### config.mk
export PLATFORM = sky130hd
export DESIGN_NAME = i2c_reg_bridge
export DESIGN_NICKNAME = d
export VERILOG_FILES = /design/src/rtl/hattrick_i2c_pkg.sv /design/src/rtl/i2c_line_sync.sv /design/src/rtl/i2c_reg_bridge.sv
export SDC_FILE = /design/constraint.sdc
export NUM_CORES = 1
export LEC_CHECK = 0
export BUFFER_PORTS_ARGS = -buffer_cell sky130_fd_sc_hd__buf_2
export CORE_ASPECT_RATIO = 2
export CORE_UTILIZATION = 30
export CTS_CLUSTER_DIAMETER = 120
export DETAILED_ROUTE_END_ITERATION = 10
export HOLD_SLACK_MARGIN = 0.1
export PLACE_DENSITY = 0.5
export RECOVER_POWER = 100
export SETUP_SLACK_MARGIN = 0.1
export SYNTH_ARGS = -nofsm -noshare
export SYNTH_HDL_FRONTEND = slang
export SYNTH_SLANG_ARGS = --single-unit
### constraint.sdc
create_clock -name SYSCLK -period 3.3 [get_ports SYSCLK]
set_input_delay 0.33 -clock SYSCLK [delete_from_list [all_inputs] [get_ports SYSCLK]]
set_output_delay 0.33 -clock SYSCLK [all_outputs]
set_load 0.01 [all_outputs]
### src/rtl/hattrick_i2c_pkg.sv
// Shared encodings for the I2C register bridge: FSM states, pointer field widths, ACK levels.
package hattrick_i2c_pkg;

    localparam int PORT_W = 4;
    localparam int OFF_W  = 4;

    // SDA level seen on the ninth clock of a byte
    localparam logic ACK  = 1'b0;
    localparam logic NACK = 1'b1;

    typedef enum logic [3:0] {
        ST_IDLE,
        ST_ADDR,
        ST_ADDR_ACK,
        ST_PTR,
        ST_PTR_ACK,
        ST_WDATA,
        ST_WDATA_ACK,
        ST_RD_FETCH,
        ST_RDATA,
        ST_RDATA_ACK,
        ST_IGNORE
    } state_t;

    function automatic logic [15:0] offset_onehot(input logic [OFF_W-1:0] off);
        return 16'h0001 << off;
    endfunction

endpackage

### src/rtl/i2c_line_sync.sv
// SCL/SDA synchronizers, edge register and START/STOP detection.
// I2C_GLITCH_FILTER_EN adds a 3-sample stability filter after synchronization.
module i2c_line_sync (
    input  logic SYSCLK,
    input  logic RESET_N,
    input  logic scl_pin,
    input  logic sda_pin,
    output logic sda,
    output logic scl_rise,
    output logic scl_fall,
    output logic start,
    output logic stop
);

    logic [1:0] scl_sync;
    logic [1:0] sda_sync;
    logic       scl_lvl;
    logic       sda_lvl;
    logic       scl_prev;
    logic       sda_prev;

    // Reset to the idle-bus level so a reset never fabricates an edge
    always_ff @(posedge SYSCLK or negedge RESET_N) begin
        if (!RESET_N) begin
            scl_sync <= 2'b11;
            sda_sync <= 2'b11;
        end else begin
            scl_sync <= {scl_sync[0], scl_pin};
            sda_sync <= {sda_sync[0], sda_pin};
        end
    end

`ifdef I2C_GLITCH_FILTER_EN
    logic [1:0] scl_hist;
    logic [1:0] sda_hist;
    logic       scl_filt;
    logic       sda_filt;

    // A new level is taken only when three consecutive samples agree
    always_ff @(posedge SYSCLK or negedge RESET_N) begin
        if (!RESET_N) begin
            scl_hist <= 2'b11;
            sda_hist <= 2'b11;
            scl_filt <= 1'b1;
            sda_filt <= 1'b1;
        end else begin
            scl_hist <= {scl_hist[0], scl_sync[1]};
            sda_hist <= {sda_hist[0], sda_sync[1]};
            if (scl_sync[1] == scl_hist[0] && scl_hist[0] == scl_hist[1])
                scl_filt <= scl_sync[1];
            if (sda_sync[1] == sda_hist[0] && sda_hist[0] == sda_hist[1])
                sda_filt <= sda_sync[1];
        end
    end

    assign scl_lvl = scl_filt;
    assign sda_lvl = sda_filt;
`else
    assign scl_lvl = scl_sync[1];
    assign sda_lvl = sda_sync[1];
`endif

    always_ff @(posedge SYSCLK or negedge RESET_N) begin
        if (!RESET_N) begin
            scl_prev <= 1'b1;
            sda_prev <= 1'b1;
            scl_rise <= 1'b0;
            scl_fall <= 1'b0;
            start    <= 1'b0;
            stop     <= 1'b0;
        end else begin
            scl_prev <= scl_lvl;
            sda_prev <= sda_lvl;
            scl_rise <= scl_lvl & ~scl_prev;
            scl_fall <= ~scl_lvl & scl_prev;
            start    <= scl_prev & scl_lvl & sda_prev & ~sda_lvl;
            stop     <= scl_prev & scl_lvl & ~sda_prev & sda_lvl;
        end
    end

    assign sda = sda_prev;

endmodule

### src/rtl/i2c_reg_bridge.sv
// I2C slave that turns address/pointer/data bytes into single-cycle register-port strobes.
// Build with I2C_GLITCH_FILTER_EN to enable the line glitch filter in i2c_line_sync.
module i2c_reg_bridge
    import hattrick_i2c_pkg::*;
#(
    parameter logic [6:0] SLAVE_ADDR = 7'h50,
    parameter int         NUM_PORTS  = 4
) (
    input  logic                   SYSCLK,
    input  logic                   RESET_N,
    input  logic                   SCL_IN,
    input  logic                   SDA_IN,
    output logic                   SDA_OE,
    output logic [NUM_PORTS-1:0]   PORT_CS,
    output logic [15:0]            OFFSET_SEL,
    output logic                   RD_WR,
    output logic [7:0]             DOUT,
    input  logic [8*NUM_PORTS-1:0] RDATA,
    output logic                   BUSY,
    output state_t                 fsm_state
);

    localparam logic [4:0] PORT_LIMIT = 5'(NUM_PORTS);

    logic sda, scl_rise, scl_fall, start, stop;

    i2c_line_sync u_line_sync (
        .SYSCLK   (SYSCLK),
        .RESET_N  (RESET_N),
        .scl_pin  (SCL_IN),
        .sda_pin  (SDA_IN),
        .sda      (sda),
        .scl_rise (scl_rise),
        .scl_fall (scl_fall),
        .start    (start),
        .stop     (stop)
    );

    state_t               state;
    logic [3:0]           bit_cnt;
    logic [7:0]           shreg;
    logic [PORT_W-1:0]    ptr_port;
    logic [OFF_W-1:0]     ptr_off;
    logic                 rw;
    logic [1:0]           fetch_cnt;
    logic [NUM_PORTS-1:0] port_dec;
    logic [7:0]           rd_byte;
    logic                 rx_state;
    logic                 rx_done;

    always_comb begin
        port_dec = '0;
        rd_byte  = 8'h00;
        for (int p = 0; p < NUM_PORTS; p++) begin
            if (ptr_port == PORT_W'(p)) begin
                port_dec[p] = 1'b1;
                rd_byte     = RDATA[8*p +: 8];
            end
        end
    end

    assign rx_state  = (state == ST_ADDR) || (state == ST_PTR) || (state == ST_WDATA);
    assign rx_done   = scl_fall && (bit_cnt == 4'd8);
    assign fsm_state = state;

    // Port access: PORT_CS is a one-cycle strobe with no back-pressure; OFFSET_SEL, RD_WR
    // and DOUT are valid with it and hold until the next strobe. A read port answers on the
    // clock edge that ends the strobe, and its byte is captured one cycle later.
    always_ff @(posedge SYSCLK or negedge RESET_N) begin
        if (!RESET_N) begin
            state      <= ST_IDLE;
            bit_cnt    <= 4'd0;
            shreg      <= 8'h00;
            ptr_port   <= '0;
            ptr_off    <= '0;
            rw         <= 1'b0;
            fetch_cnt  <= 2'd0;
            SDA_OE     <= 1'b0;
            PORT_CS    <= '0;
            OFFSET_SEL <= 16'h0001;
            RD_WR      <= 1'b1;
            DOUT       <= 8'h00;
            BUSY       <= 1'b0;
        end else begin
            PORT_CS <= '0;
            if (stop) begin
                state  <= ST_IDLE;
                SDA_OE <= 1'b0;
                BUSY   <= 1'b0;
            end else if (start) begin
                state   <= ST_ADDR;
                bit_cnt <= 4'd0;
                SDA_OE  <= 1'b0;
            end else begin
                if (rx_state && scl_rise && bit_cnt != 4'd8) begin
                    shreg   <= {shreg[6:0], sda};
                    bit_cnt <= bit_cnt + 4'd1;
                end
                case (state)
                    ST_ADDR: if (rx_done) begin
                        bit_cnt <= 4'd0;
                        if (shreg[7:1] == SLAVE_ADDR) begin
                            rw     <= shreg[0];
                            SDA_OE <= 1'b1;
                            BUSY   <= 1'b1;
                            state  <= ST_ADDR_ACK;
                        end else begin
                            BUSY  <= 1'b0;
                            state <= ST_IGNORE;
                        end
                    end
                    // A read keeps ACK low and fetches while SCL is high, so the first bit
                    // replaces ACK on the very next SCL fall.
                    ST_ADDR_ACK: begin
                        if (rw && scl_rise) begin
                            fetch_cnt <= 2'd0;
                            state     <= ST_RD_FETCH;
                        end else if (!rw && scl_fall) begin
                            SDA_OE <= 1'b0;
                            state  <= ST_PTR;
                        end
                    end
                    ST_PTR: if (rx_done) begin
                        bit_cnt <= 4'd0;
                        if ({1'b0, shreg[7:4]} < PORT_LIMIT) begin
                            ptr_port <= shreg[7:4];
                            ptr_off  <= shreg[3:0];
                            SDA_OE   <= 1'b1;
                            state    <= ST_PTR_ACK;
                        end else begin
                            state <= ST_IGNORE;
                        end
                    end
                    ST_PTR_ACK: if (scl_fall) begin
                        SDA_OE <= 1'b0;
                        state  <= ST_WDATA;
                    end
                    ST_WDATA: begin
                        if (scl_rise && bit_cnt == 4'd7) begin
                            DOUT       <= {shreg[6:0], sda};
                            RD_WR      <= 1'b0;
                            OFFSET_SEL <= offset_onehot(ptr_off);
                            PORT_CS    <= port_dec;
                        end
                        if (rx_done) begin
                            bit_cnt <= 4'd0;
                            SDA_OE  <= 1'b1;
                            ptr_off <= ptr_off + OFF_W'(1);
                            state   <= ST_WDATA_ACK;
                        end
                    end
                    ST_WDATA_ACK: if (scl_fall) begin
                        SDA_OE <= 1'b0;
                        state  <= ST_WDATA;
                    end
                    ST_RD_FETCH: begin
                        fetch_cnt <= fetch_cnt + 2'd1;
                        if (fetch_cnt == 2'd0) begin
                            RD_WR      <= 1'b1;
                            OFFSET_SEL <= offset_onehot(ptr_off);
                            PORT_CS    <= port_dec;
                        end else if (fetch_cnt == 2'd2) begin
                            shreg   <= rd_byte;
                            bit_cnt <= 4'd0;
                            state   <= ST_RDATA;
                        end
                    end
                    ST_RDATA: if (scl_fall) begin
                        if (bit_cnt == 4'd8) begin
                            SDA_OE  <= 1'b0;
                            bit_cnt <= 4'd0;
                            state   <= ST_RDATA_ACK;
                        end else begin
                            SDA_OE  <= ~shreg[7];
                            shreg   <= {shreg[6:0], 1'b0};
                            bit_cnt <= bit_cnt + 4'd1;
                        end
                    end
                    ST_RDATA_ACK: if (scl_rise) begin
                        if (sda == ACK) begin
                            ptr_off   <= ptr_off + OFF_W'(1);
                            fetch_cnt <= 2'd0;
                            state     <= ST_RD_FETCH;
                        end else begin
                            state <= ST_IGNORE;
                        end
                    end
                    default: ;
                endcase
            end
        end
    end

endmodule

==> results of run 1 <==
==> cell families after synthesis <==
family                     synth area share
DFF                                   0.439
AOI/OAI and AO/OA                     0.158
adders and majority gates            0.0321
and+or+nand+nor                       0.224
muxes                                0.0988
buffers and inverters                0.0468
xor gates and xnor gates            0.00225
==> synth_stat cells (7+ instances only) <==
| library cell | number |
|---|---|
| a21oi_1 | 11 |
| a31oi_1 | 9 |
| and3_1 | 8 |
| clkbuf_1 | 15 |
| dfrtp_1 | 60 |
| dfstp_2 | 8 |
| ha_1 | 10 |
| inv_1 | 14 |
| mux2_2 | 12 |
| mux2i_1 | 7 |
| mux4_2 | 8 |
| nand2_1 | 44 |
| nand2b_1 | 11 |
| nand3_1 | 12 |
| nor2_1 | 26 |
| nor2b_1 | 7 |
| nor3_1 | 9 |
| nor3b_1 | 7 |
| o21ai_0 | 29 |
| or3_1 | 8 |
==> through the flow <==
step | hold WS (ps) | util | area [um^2]
global route | 369 | 0.365 | 4610
CTS | 357 | 0.372 | 4700
global placement | 347 | 0.346 | 4370
finish | 362 | 0.365 | 4610
detailed placement | 349 | 0.346 | 4370
floorplan | 34.4 | - | 3900
==> layer usage <==
metal	GRT usage	vias to the layer above	routed length (um)	part of all wire
met1	0.184	1620	3930	0.35
met5	0	-	0	0
met2	0.330	110	6300	0.56
met4	0.0917	0	457	0.041
li1	-	1588	-	-
met3	0.0263	24	466	0.042
==> sequential cells by signal, indices dropped and copies added (netlist names), 2 cells and up <==
register / cells
ptr_off: 4
PORT_CS: 4
ptr_port: 4
DOUT: 8
u_line_sync.scl_sync: 2
bit_cnt: 4
u_line_sync.sda_sync: 2
shreg: 8
fetch_cnt: 2
fsm_state: 4
OFFSET_SEL: 16
==> power groups by stage <==
stage / clock [uW] / sequential, uW / combinational (uW)
after global placement: 0 / 1230 / 1050
after detailed placement: 0 / 1230 / 1060
after CTS: 1000 / 1220 / 1070
after global routing: 1030 / 1250 / 1140
after floorplan: 0 / 1090 / 880
final: 973 / 1220 / 1020
==> final timing paths <==
path	end	startpoint	slack (ps)
max	OFFSET_SEL[14]	fsm_state[1]	590
max reg2reg	OFFSET_SEL[14]	fsm_state[1]	590
max in group asynchronous	shreg[2]	RESET_N	1190
min	u_line_sync.sda_sync[1]	u_line_sync.sda_sync[0]	360
min reg2reg	u_line_sync.sda_sync[1]	u_line_sync.sda_sync[0]	360
min in group asynchronous	fsm_state[2]	RESET_N	1070
==> final cells by class <==
type,instances,area [um^2]
fillers,1341,8020
multi-input cells,290,1990
flip-flops and latches,68,1710
repair buffers,79,368
clock buffers,9,225
well taps,150,188
clock inverters,7,75.1
inverters,14,52.6
==> critical path: cells and delay by family (launching register included) <==
| kind | cells | cell delay (ps) |
|---|---|---|
| buf+inv | 1 | 940 |
| flops | 1 | 980 |
| compound gates | 2 | 410 |
| simple gates | 1 | 200 |
==> reports/metrics.yaml, run 1 <==
sta:
  skew_ps: 8.75
  setup_violations: 0
  period_share: 0.823
  slew_viol_final: 69
  min_period_ps: 2710
  finalSetupTns_ps: 0
  tightest_slew_ps: 1730
  finalHoldViolCount: 0
  clock.fmax_ghz: 0.368
  rsz0062_at_grt: "no"
  setup_ws_ps: 585
  slew_headroom: -0.153
final_layout:
  mostFrequentLayoutCells: "dfrtp_1 (60), nand2_1 (44), buf_2 (38)"
  drive_gt1_frac: 0.184
  diodes: 0
  fin_cells: 617
  final_common_cell: "dfrtp_1"
  nNetsFinal: 508
  areaGrowthSynthToFinish_pct: 18.1
global_route:
  grt_max_degree: 69
  antenna_found_initial: 0
  grt_pass1_wl_mm: 17.7
  grt_util_all_layers: 0.178
  first_global_vias: 3478
  grt_overflow: 0
synth:
  yosysSeqAreaShare: 0.439
  syn_inst: 397
  synthTopCellsByArea: "dfrtp_1 (38%), dfstp_2 (5.4%), mux4_2 (4.6%), nand2_1 (4.2%), o21ai_0 (3.7%)"
  ys.flop_type: "dfrtp_1"
  ys_warn_count: 0
  yosysTopAreaCell: "dfrtp_1"
  syn_area_per_cell_um2: 9.83
  synth_cell_types: 65
  yosys.area.top_type_share: 0.385
  syn_nets: 443
  synth_edf_count: 0
  async_flop_share: 1.00
  netlist_area_um2: 3900
  ys_ff_latch: 68
power_and_ir_drop:
  p_switching_uw: 1260
  power_uw: 3220
  leakagePower_uw: 0.00199
  pwr-share-seq: 0.380
  power_frac_comb: 0.318
  max-vdd-ir-drop_v: 0.000289
  clkPwrFrac: 0.302
  internal_power_uw: 1960
  powerDensity_nw_per_um2: 699
  swShare: 0.391
min_path:
  hp-class: "register to register"
  worstHoldPathCells: 0
setup_path:
  cp_slowest_cell: "dfrtp_1"
  critical_path.cell_chain: "o21ai_1 > nand4_1 > clkbuf_1 > o21ai_0"
  required_ps: 3460
  critical_path_arrival_ps: 2880
  start_kind: "register"
  path_max_fanout: 35
  cp-end-kind: "register"
  r2r_cells: 4
  path_class: "register to register"
  critical-path-max-stage-delay_ps: 980
detailed_routing:
  routedWlPerCell_um: 18.1
  drtAntennaViolNets: 0
  via_count: 3342
  drc: 0
  routed_via_density: 5.42
  first_iter_violations: 234
  wl_mm: 11.2
  firstDrtPassIters: 4
clock_network:
  cts_buffers: 9
  htreeDepth: 3
  postCtsSetupRepairBufs: 0
  root_buffer: "clkbuf_16"
  cts_tree: "yes"
  clk_pin_slew_ps: 60
  cts_resized: 0
  cts_max_path_buffers: 2
  cts_sinks: 68
  ctsHoldBuffers: 3
  clkLatencyLatePin_ps: 340
outcome:
  status: "complete, but fails checks"
  violations: "capacitance limit, slew limit"
floorplan:
  die_area_um2: 13500
  core_um2: 12600
  io_pins: 71
  fp.dieW_um: 82.6
  initial_core_util: 0.309
  rows: 58
  die_h_um: 163
placement:
  post-place-cells: 598
  gp_routability_congestion: 0.912
  dpl_worst_slack_ps: 747
  port_buffers: 70
  dp_hpwl_mm: 8.35
flow_run:
  cap_viol_max_count: 1
Note: power is estimated with default switching activity, not from simulation.
==> inputs of run 2 (changes only) <==
PLACE_DENSITY = 0.52   (was 0.5)
clock period = 2.38 ns   (was 3.3 ns; I/O delays follow)
==> reports/metrics.yaml, run 2 (synthesized netlist as in run 1, its figures left out) <==
outcome:
  status: "finished clean"
detailed_routing:
  first_iter_violations: 224  # -4.3%
  routedWlPerCell_um: 18.5  # +2.5%
  wl_met1_mm: 4.05  # +2.9%
  via_count: 3462  # +3.6%
  dr_wl_met2_mm: 6.79  # +7.8%
  drtAntennaViolNets: 0  # unchanged
  routed_via_density: 5.40  # -0.29%
  drc: 0  # unchanged
  wl_mm: 11.9  # +6.5%
  met3_length_um: 425  # -8.8%
  highest_layer: "met4"
  firstDrtPassIters: 4  # unchanged
min_path:
  hp-class: "register to register"
  worstHoldStart: "u_line_sync.sda_sync[0]"
sta:
  setup_violations: 0  # unchanged
  clock.fmax_ghz: 0.454  # +23%
  finalHoldViolCount: 0  # unchanged
  hold_slack_ps: 363  # +0.900 ps
  finalSetupTns_ps: 0  # unchanged
  min_period_ps: 2200  # -514 ps
  slew_headroom: 0.390  # +0.543
  tightest_slew_ps: 915  # -815 ps
  slew_viol_final: 0  # -100%
  rsz0062_at_grt: "no"
  skew_ps: 8.68  # -0.0634 ps
  period_share: 0.925  # +0.102
final_layout:
  top_register: "OFFSET_SEL"
  fillers: 1356  # +1.1%
  mostFrequentLayoutCells: "dfrtp_1 (56), nand2_1 (44), clkbuf_1 (39)"
  fin_cells: 641  # +3.9%
  areaGrowthSynthToFinish_pct: 22.9
  nNetsFinal: 532  # +4.7%
  reg.largest.list: "OFFSET_SEL (16), DOUT (8), shreg (8)"
  diodes: 0  # unchanged
  postLayoutCoreUtil: 0.380  # +0.0148
  final_common_cell: "dfrtp_1"
  drive_gt1_frac: 0.230  # +0.0460
  multi_input_area_um2: 2010  # +0.94%
  largest_register_ffs: 16  # unchanged
  regArea_um2: 1720  # +0.29%
clock_network:
  clk_pin_slew_ps: 60  # about the same
  cts_buffers: 9  # unchanged
  cts_sinks: 68  # unchanged
  postCtsSetupRepairBufs: 0  # unchanged
  cts_tree: "yes"
  root_buffer: "clkbuf_16"
  htreeDepth: 3  # unchanged
  cts_max_path_buffers: 2  # unchanged
  clkLatencyLatePin_ps: 330  # about the same
setup_path:
  critical_path_arrival_ps: 2420  # -460 ps
  cp-end-kind: "register"
  start_kind: "register"
  required_ps: 2600  # -860 ps
  regToRegSetupSlack_ps: 180  # -410 ps
  crit_start: "u_line_sync.start"
  path_max_fanout: 9  # -74%
  rr_startpoint: "u_line_sync.start"
  path_class: "register to register"
global_route:
  grt_pass1_wl_mm: 18.8  # +6.3%
  antenna_found_initial: 0  # unchanged
  grt_overflow: 0  # unchanged
  grt_max_degree: 36  # -48%
  first_global_vias: 3544  # +1.9%
  grt_util_all_layers: 0.191  # +0.0135
placement:
  dp_hpwl_mm: 9.11  # +9.1%
  port_buffers: 70  # unchanged
  post-place-cells: 622  # +4.0%
  gp_routability_congestion: 0.950  # +4.2%
floorplan:
  initial_core_util: 0.309  # unchanged
  fp.dieW_um: 82.6  # unchanged
  core_um2: 12600  # unchanged
  die_area_um2: 13500  # unchanged
  die_h_um: 163  # unchanged
  io_pins: 71  # unchanged
  rows: 58  # unchanged
power_and_ir_drop:
  power_uw: 4730  # +47%
  leakagePower_uw: 0.00209  # +5.1%
  max-vdd-ir-drop_v: 0.000382  # +32%
  powerDensity_nw_per_um2: 986  # +41%
flow_run:
  cap_viol_max_count: 0  # -1
-- run 2: power by group --
group          internal [uW]  switching [uW]  total, uW  leakage [uW]
registers               1320             325       1650      0.000889
clock network            812             535       1350      0.000139
logic                    748             987       1730       0.00106
-- run 2: path summary, 6_finish.rpt --
kind / endpoint / cells past startpoint
worst max-delay path: DOUT[1] / 4
worst min-delay path: u_line_sync.sda_sync[1] / 0
worst max register to register: DOUT[1] / 4
worst min register to register: u_line_sync.sda_sync[1] / 0
max in group asynchronous: fsm_state[2] / 3
min in group asynchronous: SDA_OE / 3
-- run 2: what timing repair did --
action                                  in CTS  in global routing
hold endpoints to repair                    62                  0
endpoints found under the setup margin       0                  8
hold buffers                                 3                  0
gates resized for setup                      0                  5
-- run 2: per-stage QoR --
stage | cell area [um^2] | setup slack, ps
after floorplan | 3900 | 424
after global placement | 4530 | 197
after detailed placement | 4530 | 178
after CTS | 4860 | 159
after global routing | 4790 | 96.1
final | 4790 | 179
-- run 2: worst max-delay path, stage by stage, from the launching register on --
cell and delay [ps]:
dfrtp_1 460, or2_2 470, nor4_4 270, clkbuf_1 470
mux2_2 400
-- run 2: routing by layer --
layer	up-vias	GRT usage
li1	1636	-
met3	38	0.0358
met5	-	0
met2	105	0.358
met4	0	0.111
met1	1683	0.185
-- run 2: area by class of cell --
class / instances / area share
multi-input combinational: 290 / 0.419
sequential: 68 / 0.358
timing repair buffer: 103 / 0.112
clock buffer: 10 / 0.0478
tap: 150 / 0.0391
clock inverter: 6 / 0.0133
inverter: 14 / 0.0110
